**config.mk**
```make
export PLATFORM = sky130hd
export DESIGN_NAME = imem_dmem_arbiter
export DESIGN_NICKNAME = d
export VERILOG_FILES = /design/src/rtl/mem_arb_pkg.sv /design/src/rtl/rr_arbiter2.sv /design/src/rtl/imem_dmem_arbiter.sv
export SDC_FILE = /design/constraint.sdc
export NUM_CORES = 1
export LEC_CHECK = 0
export ABC_AREA = 0
export BUFFER_PORTS_ARGS = -buffer_cell sky130_fd_sc_hd__buf_2
export CORE_UTILIZATION = 30
export DETAILED_ROUTE_END_ITERATION = 8
export GPL_ROUTABILITY_DRIVEN = 0
export PLACE_DENSITY = 0.55
export SYNTH_ARGS = -nofsm -noshare
export SYNTH_HDL_FRONTEND = slang
export SYNTH_SLANG_ARGS = --single-unit
```
**constraint.sdc**
```tcl
create_clock -name clk_i -period 2.1 [get_ports clk_i]
set_input_delay 0.42 -clock clk_i [delete_from_list [all_inputs] [get_ports clk_i]]
set_output_delay 0.42 -clock clk_i [all_outputs]
set_load 0.05 [all_outputs]
```
**src/rtl/mem_arb_pkg.sv**
```systemverilog
// Shared definitions for the instruction/data memory-port arbiter.
package mem_arb_pkg;

  typedef enum logic [1:0] {
    ARB_IDLE = 2'd0,
    ARB_BUSY = 2'd1,
    ARB_RESP = 2'd2
  } arb_state_e;

  localparam logic REQ_IF = 1'b0;
  localparam logic REQ_DM = 1'b1;

  localparam int unsigned ARB_ADDR_W  = 32;
  localparam int unsigned ARB_DATA_W  = 32;
  localparam int unsigned ARB_TIMEOUT = 64;

endpackage

```
**src/rtl/rr_arbiter2.sv**
```systemverilog
// Combinational two-way round-robin grant: a lone requester wins, a tie
// goes to the requester that was not granted last.
module rr_arbiter2
  import mem_arb_pkg::*;
(
  input  logic [1:0] req_i,
  input  logic       last_i,
  output logic       gnt_valid_o,
  output logic       gnt_id_o
);

  always_comb begin
    gnt_valid_o = |req_i;
    if (&req_i) begin
      gnt_id_o = ~last_i;
    end else if (req_i[REQ_IF]) begin
      gnt_id_o = REQ_IF;
    end else begin
      gnt_id_o = REQ_DM;
    end
  end

endmodule

```
**src/rtl/imem_dmem_arbiter.sv**
```systemverilog
// Shares one memory port between instruction fetch and data access, one
// transaction at a time, with round-robin arbitration and a busy timeout.
module imem_dmem_arbiter
  import mem_arb_pkg::*;
#(
  parameter int unsigned ADDR_W  = ARB_ADDR_W,
  parameter int unsigned DATA_W  = ARB_DATA_W,
  parameter int unsigned TIMEOUT = ARB_TIMEOUT
) (
  input  logic                clk_i,
  input  logic                rst_i,
  input  logic                if_req_i,
  input  logic [ADDR_W-1:0]   if_addr_i,
  output logic                if_ack_o,
  output logic                if_err_o,
  output logic [DATA_W-1:0]   if_rdata_o,
  input  logic                dm_req_i,
  input  logic                dm_we_i,
  input  logic [ADDR_W-1:0]   dm_addr_i,
  input  logic [DATA_W-1:0]   dm_wdata_i,
  input  logic [DATA_W/8-1:0] dm_wstrb_i,
  output logic                dm_ack_o,
  output logic                dm_err_o,
  output logic [DATA_W-1:0]   dm_rdata_o,
  output logic                mem_req_o,
  output logic                mem_we_o,
  output logic [ADDR_W-1:0]   mem_addr_o,
  output logic [DATA_W-1:0]   mem_wdata_o,
  output logic [DATA_W/8-1:0] mem_wstrb_o,
  input  logic                mem_ack_i,
  input  logic [DATA_W-1:0]   mem_rdata_i
);

  localparam int unsigned STRB_W = DATA_W / 8;
  // A zero TIMEOUT would give a zero-width counter; keep one bit in that case.
  localparam int unsigned CNT_W  = (TIMEOUT > 0) ? $clog2(TIMEOUT + 1) : 1;
  localparam logic [CNT_W-1:0] CNT_LAST = CNT_W'(TIMEOUT - 1);

  arb_state_e          state_q, state_d;
  logic                last_q, last_d;
  logic                winner_q, winner_d;
  logic [CNT_W-1:0]    cnt_q, cnt_d;
  logic                mem_req_q, mem_req_d;
  logic                mem_we_q, mem_we_d;
  logic [ADDR_W-1:0]   mem_addr_q, mem_addr_d;
  logic [DATA_W-1:0]   mem_wdata_q, mem_wdata_d;
  logic [STRB_W-1:0]   mem_wstrb_q, mem_wstrb_d;
  logic                if_ack_q, if_ack_d, if_err_q, if_err_d;
  logic                dm_ack_q, dm_ack_d, dm_err_q, dm_err_d;
  logic [DATA_W-1:0]   if_rdata_q, if_rdata_d, dm_rdata_q, dm_rdata_d;
  logic                gnt_valid, gnt_id, timed_out;

  rr_arbiter2 u_rr (
    .req_i       ({dm_req_i, if_req_i}),
    .last_i      (last_q),
    .gnt_valid_o (gnt_valid),
    .gnt_id_o    (gnt_id)
  );

  assign timed_out = (TIMEOUT != 0) && (cnt_q == CNT_LAST);

  always_comb begin
    state_d     = state_q;
    last_d      = last_q;
    winner_d    = winner_q;
    cnt_d       = cnt_q;
    mem_req_d   = mem_req_q;
    mem_we_d    = mem_we_q;
    mem_addr_d  = mem_addr_q;
    mem_wdata_d = mem_wdata_q;
    mem_wstrb_d = mem_wstrb_q;
    if_ack_d    = 1'b0;
    if_err_d    = 1'b0;
    dm_ack_d    = 1'b0;
    dm_err_d    = 1'b0;
    if_rdata_d  = if_rdata_q;
    dm_rdata_d  = dm_rdata_q;
    case (state_q)
      ARB_IDLE: begin
        if (gnt_valid) begin
          winner_d  = gnt_id;
          last_d    = gnt_id;
          cnt_d     = '0;
          mem_req_d = 1'b1;
          if (gnt_id == REQ_DM) begin
            mem_we_d    = dm_we_i;
            mem_addr_d  = dm_addr_i;
            mem_wdata_d = dm_wdata_i;
            mem_wstrb_d = dm_wstrb_i;
          end else begin
            mem_we_d    = 1'b0;
            mem_addr_d  = if_addr_i;
            mem_wdata_d = '0;
            mem_wstrb_d = '0;
          end
          state_d = ARB_BUSY;
        end
      end
      ARB_BUSY: begin
        // A real acknowledge wins over a timeout landing on the same edge.
        if (mem_ack_i) begin
          if (winner_q == REQ_DM) begin
            dm_ack_d   = 1'b1;
            dm_rdata_d = mem_rdata_i;
          end else begin
            if_ack_d   = 1'b1;
            if_rdata_d = mem_rdata_i;
          end
          mem_req_d = 1'b0;
          state_d   = ARB_RESP;
        end else if (timed_out) begin
          if (winner_q == REQ_DM) begin
            dm_ack_d = 1'b1;
            dm_err_d = 1'b1;
          end else begin
            if_ack_d = 1'b1;
            if_err_d = 1'b1;
          end
          mem_req_d = 1'b0;
          state_d   = ARB_RESP;
        end else if (cnt_q != '1) begin
          cnt_d = cnt_q + 1'b1;
        end
      end
      ARB_RESP: begin
        cnt_d   = '0;
        state_d = ARB_IDLE;
      end
      default: state_d = ARB_IDLE;
    endcase
  end

  always_ff @(posedge clk_i) begin
    if (rst_i) begin
      state_q     <= ARB_IDLE;
      last_q      <= REQ_DM;
      winner_q    <= REQ_IF;
      cnt_q       <= '0;
      mem_req_q   <= 1'b0;
      mem_we_q    <= 1'b0;
      mem_addr_q  <= '0;
      mem_wdata_q <= '0;
      mem_wstrb_q <= '0;
      if_ack_q    <= 1'b0;
      if_err_q    <= 1'b0;
      dm_ack_q    <= 1'b0;
      dm_err_q    <= 1'b0;
      if_rdata_q  <= '0;
      dm_rdata_q  <= '0;
    end else begin
      state_q     <= state_d;
      last_q      <= last_d;
      winner_q    <= winner_d;
      cnt_q       <= cnt_d;
      mem_req_q   <= mem_req_d;
      mem_we_q    <= mem_we_d;
      mem_addr_q  <= mem_addr_d;
      mem_wdata_q <= mem_wdata_d;
      mem_wstrb_q <= mem_wstrb_d;
      if_ack_q    <= if_ack_d;
      if_err_q    <= if_err_d;
      dm_ack_q    <= dm_ack_d;
      dm_err_q    <= dm_err_d;
      if_rdata_q  <= if_rdata_d;
      dm_rdata_q  <= dm_rdata_d;
    end
  end

  assign if_ack_o    = if_ack_q;
  assign if_err_o    = if_err_q;
  assign if_rdata_o  = if_rdata_q;
  assign dm_ack_o    = dm_ack_q;
  assign dm_err_o    = dm_err_q;
  assign dm_rdata_o  = dm_rdata_q;
  assign mem_req_o   = mem_req_q;
  assign mem_we_o    = mem_we_q;
  assign mem_addr_o  = mem_addr_q;
  assign mem_wdata_o = mem_wdata_q;
  assign mem_wstrb_o = mem_wstrb_q;

endmodule

```
==> results.md <==
- Status: finished clean
- Initial DRT Pass Iterations: 4
- Relative slew slack: 0.709
- Arr. time, crit path: 1.91 ns
- RSZ-0062 raised after global routing: false
- CTS sink count: between 100 and 150
- Initial DRC Count: 208
- Clock latency on the worst-skew pair: 0.43 ns
- Power per Cell Area: 933 mW/mm²
- Initial antenna violation count: 0
- CP Launch Type: flop
- Worst Reg-to-Reg Cells: 5
- Register Area: 0.00298 mm²
- Grt ovf: 0
- Required time worst endpoint: 2.41 ns
- Nets: 1,022
- Fillers: 1,867
- Core ar.: 0.0188 mm²
- CP Launch Point: cnt_q[0]
- Setup_tns: 0 ns
- Footprint of the multi-input gates: 0.00256 mm²
- Die ar.: 0.0199 mm²
- Synth cell types: 37
- Reg-to-reg startpoint: cnt_q[0]
- Final slew viol count: 0
- Post-CTS Resized: 0
- Slew @ Worst Pin: 0.435 ns
- Fin cells: 1,156
- First-pass GRT wire length: 25,400 µm
- Mapped cell area: 0.00580 mm²
- Chip Height: 141 µm
- Via density: 4.54
- Detail Placement HPWL: between 10,000 and 15,000 µm
- Area delta synth->final: 38.1%
- CTS HTree Levels: 4
- Vias: about 5.2k
- Final number of setup-violating endpoints: 0
- Final hold slack: between 0.2 and 0.25 ns
- Max VDD drop: 0.514 mV
- Maxcap violations: 0
- Syn_nets: between 700 and 800
- Reg-to-reg slack, setup: 0.50 ns
- Worst setup path category: reg2reg
- Critical path peak fanout: 6
- Layout cells sized above 1: 0.432
- Vias in the first global route: 4,921
- Cts bufs inserted: 17
- Post-route cell area: 0.00802 mm²
- GRT Total Usage: 0.164
- Port bufs: 275
- EDFF count, synth: 0
- CTS Buffer Depth: 2
- Clock Skews: approximately 0.0095 ns
- Register area share after synthesis: 0.514
- Crit path capture: cnt_q[0]
- CTS Hold Bufs: 0
- Standard-cell rows: 50
- DRC viols: 0
- Fmax: 624 MHz
- Min-delay worst type: in2reg
- Final ANT Viol Nets: 0
- Reg clk slew, reported paths: 0.07 ns
- Fin crit share: 0.763
- R2R Path End: cnt_q[0]
- Most used DFF post-synth: dfxtp_1
- Largest net degree at the start of global routing: 77
- Placed Instances: 1,124
- WL final: 16,100 µm
- Nature of the critical path endpoint: flop
- Die X: 141 µm
- CTS tree: built
- Post-CTS setup buffer count: 0
- Starting Density: 0.308
- Leakage Power: between 0.003 and 0.004 µW
- Post-layout util: 0.426
- I/O pin total: 276
- Min Clock Period, post-route: 1.60 ns
- Post-synthesis register bit count: 149
- Root Buffer: clkbuf_16
- Synth Area per Inst: 9.22 µm²
- Ys async rst share: 0
- Wire per inst: 13.9 µm
- Yosys Warn Count: 0
- Cell count after synthesis: 629
- Hold Fails Final Rpt: 0
- N_diodes: 0
- Placed cell areas: 0.00743 mm²
## critical path, stage by stage (launching register included)
cell and delay, ns:
dfxtp_1 0.34, ha_1 0.23, and2_1 0.22, a211oi_1 0.32, nor3_1 0.10, mux2_2 0.28
## Yosys cell counts, types with 4 or more instances
cell type / count / share of area
nor3_1: 5 / 0.0043
a22oi_2: 30 / 0.065
dfxtp_1: 149 / 0.51
nand3_1: 4 / 0.0035
nor2_1: 46 / 0.030
nor2_2: 30 / 0.032
a21oi_1: 68 / 0.059
a22oi_1: 7 / 0.0091
buf_2: 13 / 0.011
mux2i_1: 36 / 0.062
buf_4: 7 / 0.0091
a211oi_1: 35 / 0.045
clkbuf_1: 28 / 0.018
nand2b_1: 5 / 0.0054
nand2_1: 133 / 0.086
nor4_1: 4 / 0.0043
## per-stage QoR
stage	setup WS (ns)	power [µW]
after CTS	0.511	7600
after global placement	0.467	4550
after floorplan	0.577	4130
after global routing	0.353	7830
final	0.498	7480
after detailed placement	0.463	4550
## metal layers
layer,up-vias,share of wire,track usage
li1,2668,-,-
met1,2329,0.44,0.196
met2,229,0.46,0.266
met3,20,0.083,0.0588
met4,0,0.020,0.0664
met5,-,0,0
## layout by cell type, fill, tap and decap left out, drive strengths merged
master	instances
a31oi	1
nand4	1
nor2	76
buf	286
a22oi	37
o21bai	1
mux2i	36
clkinvlp	3
and3	3
nand3	4
nand2	133
o21ai	3
a211o	1
nor3	5
bufinv	1
clkbuf	18
a21oi	68
a2111oi	1
or4	1
and2b	1
mux2	1
ha	1
o21ba	2
o21a	1
or3	1
clkinv	4
nor4	4
a211oi	35
nand2b	5
inv	10
dfxtp	149
and2	1
a22o	1
or2	1
## area by class of cell
| class | count | share of cell area |
|---|---|---|
| Clock inverter | 14 | 0.0180 |
| Timing Repair Buffer | 286 | 0.193 |
| Tap cell | 260 | 0.0406 |
| Clock buffer | 18 | 0.0548 |
| Sequential cell | 149 | 0.372 |
| Inverter | 4 | 0.00187 |
| Multi-Input combinational cell | 425 | 0.319 |
## registers in the layout, indices dropped and copies added (netlist names), 2 cells and up
register,count
mem_wdata_o,32
if_rdata_o,32
dm_rdata_o,32
mem_addr_o,32
mem_wstrb_o,4
state_q,2
cnt_q,7
## power breakdown
group | switching [µW] | total (µW) | internal, µW
registers | 88.2 | 3070 | 2980
clock network | 1310 | 3010 | 1700
logic | 992 | 1400 | 412
total | 2390 | 7480 | 5090
## worst min-delay path by stage
| stage | startpoint | to | depth (start not counted) |
|---|---|---|---|
| 6_report | dm_wdata_i[7] | mem_wdata_o[7] | 3 |
| 5_1_grt | dm_wdata_i[27] | mem_wdata_o[27] | 3 |
| 4_1_cts | dm_wdata_i[7] | mem_wdata_o[7] | 3 |
| 3_5_place_dp | dm_rdata_o[10] | dm_rdata_o[10] | 2 |
| 3_3_place_gp | if_rdata_o[31] | if_rdata_o[31] | 2 |
| 2_1_floorplan | cnt_q[6] | dm_err_o | 1 |
## cell families after synthesis
family                   count (synthesis)  share of synthesized area
multiplexers                            37                     0.0641
buffers and inverters                   55                     0.0468
flip-flops                             149                      0.514
adder cells (fa/ha/maj)                  1                    0.00216
AO/OA/AOI/OAI                          151                      0.197
AND/OR/NAND/NOR                        236                      0.176
Note: power is estimated with default switching activity, not from simulation.
